--- config.mk ---
export PLATFORM = sky130hd
export DESIGN_NAME = muldiv_ctrl
export DESIGN_NICKNAME = d
export VERILOG_FILES = /design/src/rtl/muldiv_ctrl.sv
export SDC_FILE = /design/constraint.sdc
export NUM_CORES = 2
export LEC_CHECK = 0
export ABC_AREA = 1
export CAP_MARGIN = 20
export CORE_MARGIN = 2
export CORE_UTILIZATION = 45
export DETAILED_ROUTE_END_ITERATION = 8
export GPL_TIMING_DRIVEN = 0
export RECOVER_POWER = 25
export REMOVE_ABC_BUFFERS = 1
export SETUP_SLACK_MARGIN = 0.4
export SLEW_MARGIN = 20
export SYNTH_ARGS = -nofsm -noshare
export SYNTH_HDL_FRONTEND = slang
export SYNTH_SLANG_ARGS = --single-unit
--- constraint.sdc ---
create_clock -name clk -period 8.45 [get_ports clk]
set_input_delay 1.69 -clock clk [delete_from_list [all_inputs] [get_ports clk]]
set_output_delay 1.69 -clock clk [all_outputs]
set_load 0.01 [all_outputs]
--- src/rtl/muldiv_ctrl.sv ---
// RV32M multiply/divide sequencer: a registered 33x33 multiply and a 32-step radix-2
// restoring divide, with a valid/ready request side, a result handshake and a kill flush.
module muldiv_ctrl #(
    parameter int unsigned XLEN          = 32,
    parameter bit          DIV_EARLY_OUT = 1'b1
) (
    input  logic            clk,
    input  logic            rst,
    input  logic            req_valid_i,
    output logic            req_ready_o,
    input  logic [2:0]      req_op_i,
    input  logic [XLEN-1:0] req_rs1_i,
    input  logic [XLEN-1:0] req_rs2_i,
    input  logic [4:0]      req_tag_i,
    input  logic            kill_i,
    output logic            res_valid_o,
    input  logic            res_ready_i,
    output logic [XLEN-1:0] res_data_o,
    output logic [4:0]      res_tag_o,
    output logic            busy_o
);

    localparam int unsigned CntW = $clog2(XLEN);

    typedef enum logic [2:0] {
        StIdle,
        StMul,
        StDivIter,
        StDivFix,
        StDone
    } state_e;

    state_e            state_q, state_d;
    logic [CntW-1:0]   cnt_q, cnt_d;
    logic [2:0]        op_q, op_d;
    logic [4:0]        tag_q, tag_d;
    logic [XLEN-1:0]   a_q, a_d;
    logic [XLEN-1:0]   b_q, b_d;
    logic [XLEN-1:0]   rem_q, rem_d;
    logic [XLEN-1:0]   res_q, res_d;
    logic              neg_quo_q, neg_quo_d;
    logic              neg_rem_q, neg_rem_d;
    logic              div_zero_q, div_zero_d;

    // Request-side decode
    logic            accept;
    logic            req_signed;
    logic            req_div_zero;
    logic            req_overflow;
    logic [XLEN-1:0] abs_a;
    logic [XLEN-1:0] abs_b;

    assign req_ready_o  = (state_q == StIdle) && !kill_i;
    assign accept       = req_valid_i && req_ready_o;
    assign req_signed   = !req_op_i[0];
    assign req_div_zero = (req_rs2_i == '0);
    assign req_overflow = req_signed && (req_rs1_i == {1'b1, {(XLEN-1){1'b0}}})
                          && (&req_rs2_i);
    assign abs_a        = (req_signed && req_rs1_i[XLEN-1]) ? -req_rs1_i : req_rs1_i;
    assign abs_b        = (req_signed && req_rs2_i[XLEN-1]) ? -req_rs2_i : req_rs2_i;

    // Multiply: 2*XLEN product of the extended operands equals the 33x33 product mod 2^64
    logic              mul_a_sext;
    logic              mul_b_sext;
    logic [2*XLEN-1:0] mul_a;
    logic [2*XLEN-1:0] mul_b;
    logic [2*XLEN-1:0] product;

    assign mul_a_sext = (op_q != 3'b011);
    assign mul_b_sext = !op_q[1];
    assign mul_a      = {{XLEN{mul_a_sext & a_q[XLEN-1]}}, a_q};
    assign mul_b      = {{XLEN{mul_b_sext & b_q[XLEN-1]}}, b_q};
    assign product    = mul_a * mul_b;

    // Divide step: a_q shifts the dividend out of its top while quotient bits enter at the bottom
    logic [XLEN:0]   rem_shift;
    logic [XLEN-1:0] rem_sub;
    logic            fits;
    logic [XLEN-1:0] quo_fixed;
    logic [XLEN-1:0] rem_fixed;

    assign rem_shift = {rem_q, a_q[XLEN-1]};
    assign fits      = (rem_shift >= {1'b0, b_q});
    assign rem_sub   = rem_shift[XLEN-1:0] - b_q;
    assign quo_fixed = div_zero_q ? '1 : (neg_quo_q ? -a_q : a_q);
    assign rem_fixed = neg_rem_q ? -rem_q : rem_q;

    always_comb begin
        state_d    = state_q;
        cnt_d      = cnt_q;
        op_d       = op_q;
        tag_d      = tag_q;
        a_d        = a_q;
        b_d        = b_q;
        rem_d      = rem_q;
        res_d      = res_q;
        neg_quo_d  = neg_quo_q;
        neg_rem_d  = neg_rem_q;
        div_zero_d = div_zero_q;

        unique case (state_q)
            StIdle: begin
                if (accept) begin
                    op_d  = req_op_i;
                    tag_d = req_tag_i;
                    if (!req_op_i[2]) begin
                        a_d     = req_rs1_i;
                        b_d     = req_rs2_i;
                        state_d = StMul;
                    end else if (DIV_EARLY_OUT && (req_div_zero || req_overflow)) begin
                        // Load final magnitudes directly so DIV_FIX passes them through
                        a_d        = req_div_zero ? '1 : req_rs1_i;
                        b_d        = req_rs2_i;
                        rem_d      = req_div_zero ? req_rs1_i : '0;
                        neg_quo_d  = 1'b0;
                        neg_rem_d  = 1'b0;
                        div_zero_d = req_div_zero;
                        state_d    = StDivFix;
                    end else begin
                        a_d        = abs_a;
                        b_d        = abs_b;
                        rem_d      = '0;
                        neg_quo_d  = req_signed && (req_rs1_i[XLEN-1] ^ req_rs2_i[XLEN-1]);
                        neg_rem_d  = req_signed && req_rs1_i[XLEN-1];
                        div_zero_d = req_div_zero;
                        cnt_d      = CntW'(XLEN - 1);
                        state_d    = StDivIter;
                    end
                end
            end
            StMul: begin
                res_d   = (op_q == 3'b000) ? product[XLEN-1:0] : product[2*XLEN-1:XLEN];
                state_d = StDone;
            end
            StDivIter: begin
                rem_d = fits ? rem_sub : rem_shift[XLEN-1:0];
                a_d   = {a_q[XLEN-2:0], fits};
                if (cnt_q == '0) begin
                    state_d = StDivFix;
                end else begin
                    cnt_d = cnt_q - 1'b1;
                end
            end
            StDivFix: begin
                res_d   = op_q[1] ? rem_fixed : quo_fixed;
                state_d = StDone;
            end
            StDone: begin
                if (res_ready_i) begin
                    state_d = StIdle;
                end
            end
            default: state_d = StIdle;
        endcase

        if (kill_i) begin
            state_d = StIdle;
        end
    end

    always_ff @(posedge clk or negedge rst) begin
        if (!rst) begin
            state_q    <= StIdle;
            cnt_q      <= '0;
            op_q       <= '0;
            tag_q      <= '0;
            a_q        <= '0;
            b_q        <= '0;
            rem_q      <= '0;
            res_q      <= '0;
            neg_quo_q  <= 1'b0;
            neg_rem_q  <= 1'b0;
            div_zero_q <= 1'b0;
        end else begin
            state_q    <= state_d;
            cnt_q      <= cnt_d;
            op_q       <= op_d;
            tag_q      <= tag_d;
            a_q        <= a_d;
            b_q        <= b_d;
            rem_q      <= rem_d;
            res_q      <= res_d;
            neg_quo_q  <= neg_quo_d;
            neg_rem_q  <= neg_rem_d;
            div_zero_q <= div_zero_d;
        end
    end

    assign res_valid_o = (state_q == StDone) && !kill_i;
    assign res_data_o  = res_q;
    assign res_tag_o   = tag_q;
    assign busy_o      = (state_q != StIdle);

endmodule

# Word level (Yosys, flattened, before mapping)
# Cells that the tools add are included.
# word_totals
ff_bits	147
input_bits	77
ram_bits	0
latch_bits	0
elab_cells	97
memories	0
mem_bits_ro	0
out_inout_bits	40
# classes
n_addsub	6
shift	0
n_reduce_logical	27
bitwise_logic	3
n_lt_le_gt_ge	1
eq_ne	13
n_mul	1
n_div	0
n_mux	35
# op_table
operator	n
2-to-1 mux 32 bit	18
case mux 32 bit (2 select lines)	3
negation 32 bit	4
multiplier 33 x 33 -> 64 bit	1
>= comparator 33 x 32 -> 1 bit	1
equality test 32 bit, second input constant	1
logical NOT 32 bit	1
AND reduction 32 bit	1
subtractor 32 bit	1
2-to-1 mux 5 bit	4
2-to-1 mux 3 bit	4
case mux 3 bit (4 select lines)	1
case mux 5 bit (2 select lines)	1
!= test 3 bit, second input constant	3
AND reduction 3 bit	3
logical AND 1 bit	8
!= test 2 bit, second input constant	4
equality test 3 x 2 -> 1 bit, second input constant	2
logical NOT 3 bit	2
logical NOT 5 bit	1
AND reduction 5 bit	1
subtractor 5 x 1 -> 5 bit, second input constant	1
AND reduction 2 bit	2
nonzero test 2 bit	2
other kinds (11)	16

# Longest topological paths before layout
# depth
ltp_word	9
depth_mapped	37

# Worst setup path before layout
# OpenSTA, ideal clock, no wires.
# synth_timing
kind	register to register
from	reg a_q[31]
to	reg res_q[31] (netlist: res_data_o[31])
t_arrival_ps	7721
path_slack_ps	612
synth_period_minus_slack_ps	7838
path_stages_with_launch	31
setup_ps	116
required_ps	8334
path_cell_list	dfrtp_1 -> clkbuf_1 -> inv_1 -> nor2_1 -> clkbuf_1 -> nand2_1 -> fa_1 -> inv_1 -> fa_1 -> fa_1 -> inv_1 -> fa_1 -> inv_1 -> fa_1 -> fa_1 -> fa_1 -> inv_1 -> fa_1 -> inv_1 -> ha_1 -> nand2_1 -> nor2_1 -> nand2_1 -> nor4_1 -> nand2_1 -> nand2_1 -> nand3_1 -> nand3_1 -> nand2_1 -> nand2_1 -> nand2_1
# synth_between
elab_chain_cells	5
elab_cells_between_ends	8
classes_between	add/sub: 1; mul: 1; mux: 5; bitwise: 1
# synth_lines
element	line_no	rtl
start: declaration	37	logic [XLEN-1:0] a_q, a_d;
start signal: assignment	167	a_q <= '0;
start signal: assignment	179	a_q <= a_d;
branches (longest 4 deep; another with multiplier 33 x 33 -> 64 bit)	--	
case mux 32 bit (2 select lines) *	101	unique case (state_q)
end signal: assignment	182	res_q <= res_d;
end: declaration	40	logic [XLEN-1:0] res_q, res_d;
# Every way passes the cells marked *.
# A chain may end at the register's enable or synchronous reset.

# Worst setup path in the final report
# layout_timing
from	reg op_q[1]
to	reg res_q[30] (netlist: res_data_o[30])
# layout_between
elab_chain_cells	5
elab_cells_between_ends	9
classes_between	mul: 1; eq/ne: 1; mux: 3; bitwise: 2; reduce/logical: 2
# layout_lines
element	line_no	rtl
start: declaration	35	logic [2:0] op_q, op_d;
start signal: assignment	177	op_q <= op_d;
!= test 3 x 2 -> 1 bit / logical NOT 1 bit (equally long branches)	69, 70	
bitwise AND 1 bit (on tied branches)	71, 72	
multiplier 33 x 33 -> 64 bit	73	assign product = mul_a * mul_b;
2-to-1 mux 32 bit	132	res_d = (op_q == 3'b000) ? product[XLEN-1:0] : product[2*XLEN-1:XLEN];
case mux 32 bit (2 select lines) *	101	
# Mark *: on every way between the ends. The rest lies on a longest branch, timed or not.

==> results.md <==
- Total core area: 121,400 um2
- Area grow syn2layout: 11.60%
- DP Worst Slack: -2.217 ns
- Initial core utilization: 0.4522
- WL per Instance: 21.90 um
- Syn. warnings: 0
- Hold Buf Count CTS: 0
- CP max stage cell: fa_2
- Mean cell area of the mapped netlist: 7.108 um2
- Clock sinks: 147
- Tcrit/Tclk final: 0.9606
- Longest Clk Path Bufs: 2
- Setup CP Type: register to register
- Number of fill cells: 12,290
- Fmax: 123.2 MHz
- DR pass1 iterations: 7
- Clock Latency Late Sink: 0.47 ns
- Routed Antenna Nets: 0
- Via count: just under 50,000
- Finished Layout Cells: 9,273
- Sequential element share of the synthesized area: 0.06700
- Vias per cell: about 5.4
- Flop2flop setup slack: around 0.33 ns
- Outcome: complete, but fails checks
- Commonest cells after routing, fill and taps aside: nand2_1 (2,273), inv_1 (1,852), fa_1 (1,107)
- Dpl hpwl: 166,900 um
- Commonest non-fill, non-tap cell in the layout: nand2_1
- CTS tree: done
- DRT iter0 DRCs: 4,242
- RSZ-0062 raised after global routing: true
- Final setup fails: 0
- Initial antenna violation count: 2
- Reg-to-Reg End: res_data_o[30]
- Main synth FF type: dfrtp_1
- Core Rows: roughly 130
- Ys async rst share: 1.000
- Worst Skew: 0.01747 ns
- Worst hold-check path type: register to register
- Crit-path most repeated cell: nand2_1
- Hold_sp: res_tag_o[0]
- Failing checks: max-capacitance violations, max-slew violations
- Syn Inst Count: 7,724
- Routability Congestion: 0.9816
- Worst R2R Start: op_q[1]
- Critical Path RT: 8.87 ns
- Largest net degree at the start of global routing: just under 80
- Gr usage total: 0.3273
- First-pass GRT wire length: 309,700 um
- DRC errors left: 0
- Die Wd: around 350 um
- Final Net Count: 9,090
- Slew HR: -2.111
- Clock Tree Root: clkbuf_16
- FF+latch count, synth: 147
- N_diodes: 0
- Clock-pin transition on the worst setup and hold timing paths: 0.08 ns
- Crit path max fanout: 11
- Final core area utilization: 0.5047
- WHS Path Cells: 2
- Max-Cap Viols: 2
- Die Y: 353.3 um
- Vias in the first global route: 50,370
- CTS Buf Count: 17
- Top-Level Pins: 117
- Synth cell types: between 40 and 50
- Die ar.: around 120,000 um2
- Hold Path Sink: res_tag_o[0]
- Least-Margin Pin Slew: 4.666 ns
- R2R depth: 36
- Post-synth EDFFs: 0
- Largest stage delay, worst path: 0.66 ns
- Minimum clock period: 8.117 ns
- GRT overflow: 0
- Pins Over Slew Limit: 150
- Post-Syn Area: 54,900 um2
- Hold Vio Cnt, Final: 0
- Placed cells: 9,174
- CP arrival: 8.53 ns
- Startpoint Class: register
- Final worst setup slack: 0.3329 ns
- Post-Route WL: 203,100 um
- Number of port buffers: 116
- Crit. End Element: register
- Share of post-route cells with drive strength above 1: 0.07610
- H-tree lvl count: 4
[flip-flops by register name, summed over array words and instances, names as in the netlist]
| name | count |
|---|---|
| div_zero_q | 1 |
| rem_q | 32 |
| res_tag_o | 5 |
| cnt_q | 5 |
| res_data_o | 32 |
| neg_rem_q | 1 |
| neg_quo_q | 1 |
| state_q | 3 |
| op_q | 3 |
| b_q | 32 |
| a_q | 32 |
[how the worst max path moves through the flow]
stage | cells past startpoint | endpoint | slack, ns | start
after global routing | 36 | res_data_o[30] | 0.13 | op_q[1]
after floorplan | 29 | res_data_o[31] | -0.54 | op_q[1]
final | 36 | res_data_o[30] | 0.33 | op_q[1]
after detailed placement | 32 | res_data_o[30] | -2.22 | op_q[1]
after global placement | 30 | res_data_o[30] | -5.70 | op_q[1]
after CTS | 37 | res_data_o[30] | 0.33 | op_q[1]
[synth_stat cells, drive strengths merged (15+ instances only)]
| cell | n | share of area |
|---|---|---|
| xnor2 | 20 | 0.0032 |
| clkbuf | 286 | 0.020 |
| o211ai | 30 | 0.0041 |
| nand3b | 15 | 0.0021 |
| a21oi | 208 | 0.019 |
| xor2 | 47 | 0.0075 |
| o21ai | 239 | 0.022 |
| a31oi | 17 | 0.0019 |
| inv | 1893 | 0.13 |
| nand4 | 64 | 0.0075 |
| nor2 | 483 | 0.034 |
| fa | 1126 | 0.41 |
| nand3 | 322 | 0.030 |
| ha | 252 | 0.057 |
| dfrtp | 147 | 0.067 |
| buf | 76 | 0.0062 |
| nand2 | 2369 | 0.16 |
| o21bai | 41 | 0.0056 |
| nor3 | 44 | 0.0042 |
[cell type report]
| type | count | area [um2] | area share |
|---|---|---|---|
| clock inverters | 15 | 187.7 | 0.003063 |
| multi-input cells | 5318 | 44240 | 0.7221 |
| repair buffers | 254 | 3378 | 0.05514 |
| inverters | 1897 | 7171 | 0.1170 |
| clock buffers | 17 | 425.4 | 0.006943 |
| flip-flops and latches | 147 | 3830 | 0.06251 |
| well taps | 1625 | 2033 | 0.03318 |
[timing repair]
action / 4_1_cts / 5_1_grt
cloned: 1 / 0
setup buffers: 48 / 17
pin swaps: 43 / 84
resized for setup: 237 / 203
setup endpoints to repair: 32 / 32
[kinds of logic after synthesis]
kind of cell    after synthesis  share of synthesized area
flops                       147                    0.06700
buf+inv                    2259                     0.1555
fa+ha+maj                  1378                     0.4680
compound gates              553                    0.05554
xor+xnor                     67                    0.01069
simple gates               3320                     0.2433
[stage by stage]
stage	cell area, um2	hold slack [ns]	setup TNS, ns
after global placement	56680	0.4654	-259.90
after floorplan	53490	0.4588	-6.430
after CTS	60310	0.4917	0
final	61270	0.4849	0
after global routing	61270	0.5065	0
after detailed placement	58350	0.4690	-46.67
[layer usage]
layer	track usage	part of all wire	wire (um)
met1	0.4402	0.40	82210
met2	0.5326	0.46	94340
met3	0.04088	0.075	15280
met4	0.1421	0.055	11270
met5	0	0.000064	13
[critical path, delay by kind of cell (launching register included)]
| kind | cells | cell delay, ns |
|---|---|---|
| buffers and inverters | 11 | 1.20 |
| AO/OA/AOI/OAI | 3 | 0.50 |
| AND/OR/NAND/NOR | 13 | 1.22 |
| flip-flops | 1 | 0.56 |
| adder cells (fa/ha/maj) | 9 | 4.53 |
Power is left out: the tool's default activity adds up to more than one toggle a clock period on the data nets, which glitch-free logic cannot reach.
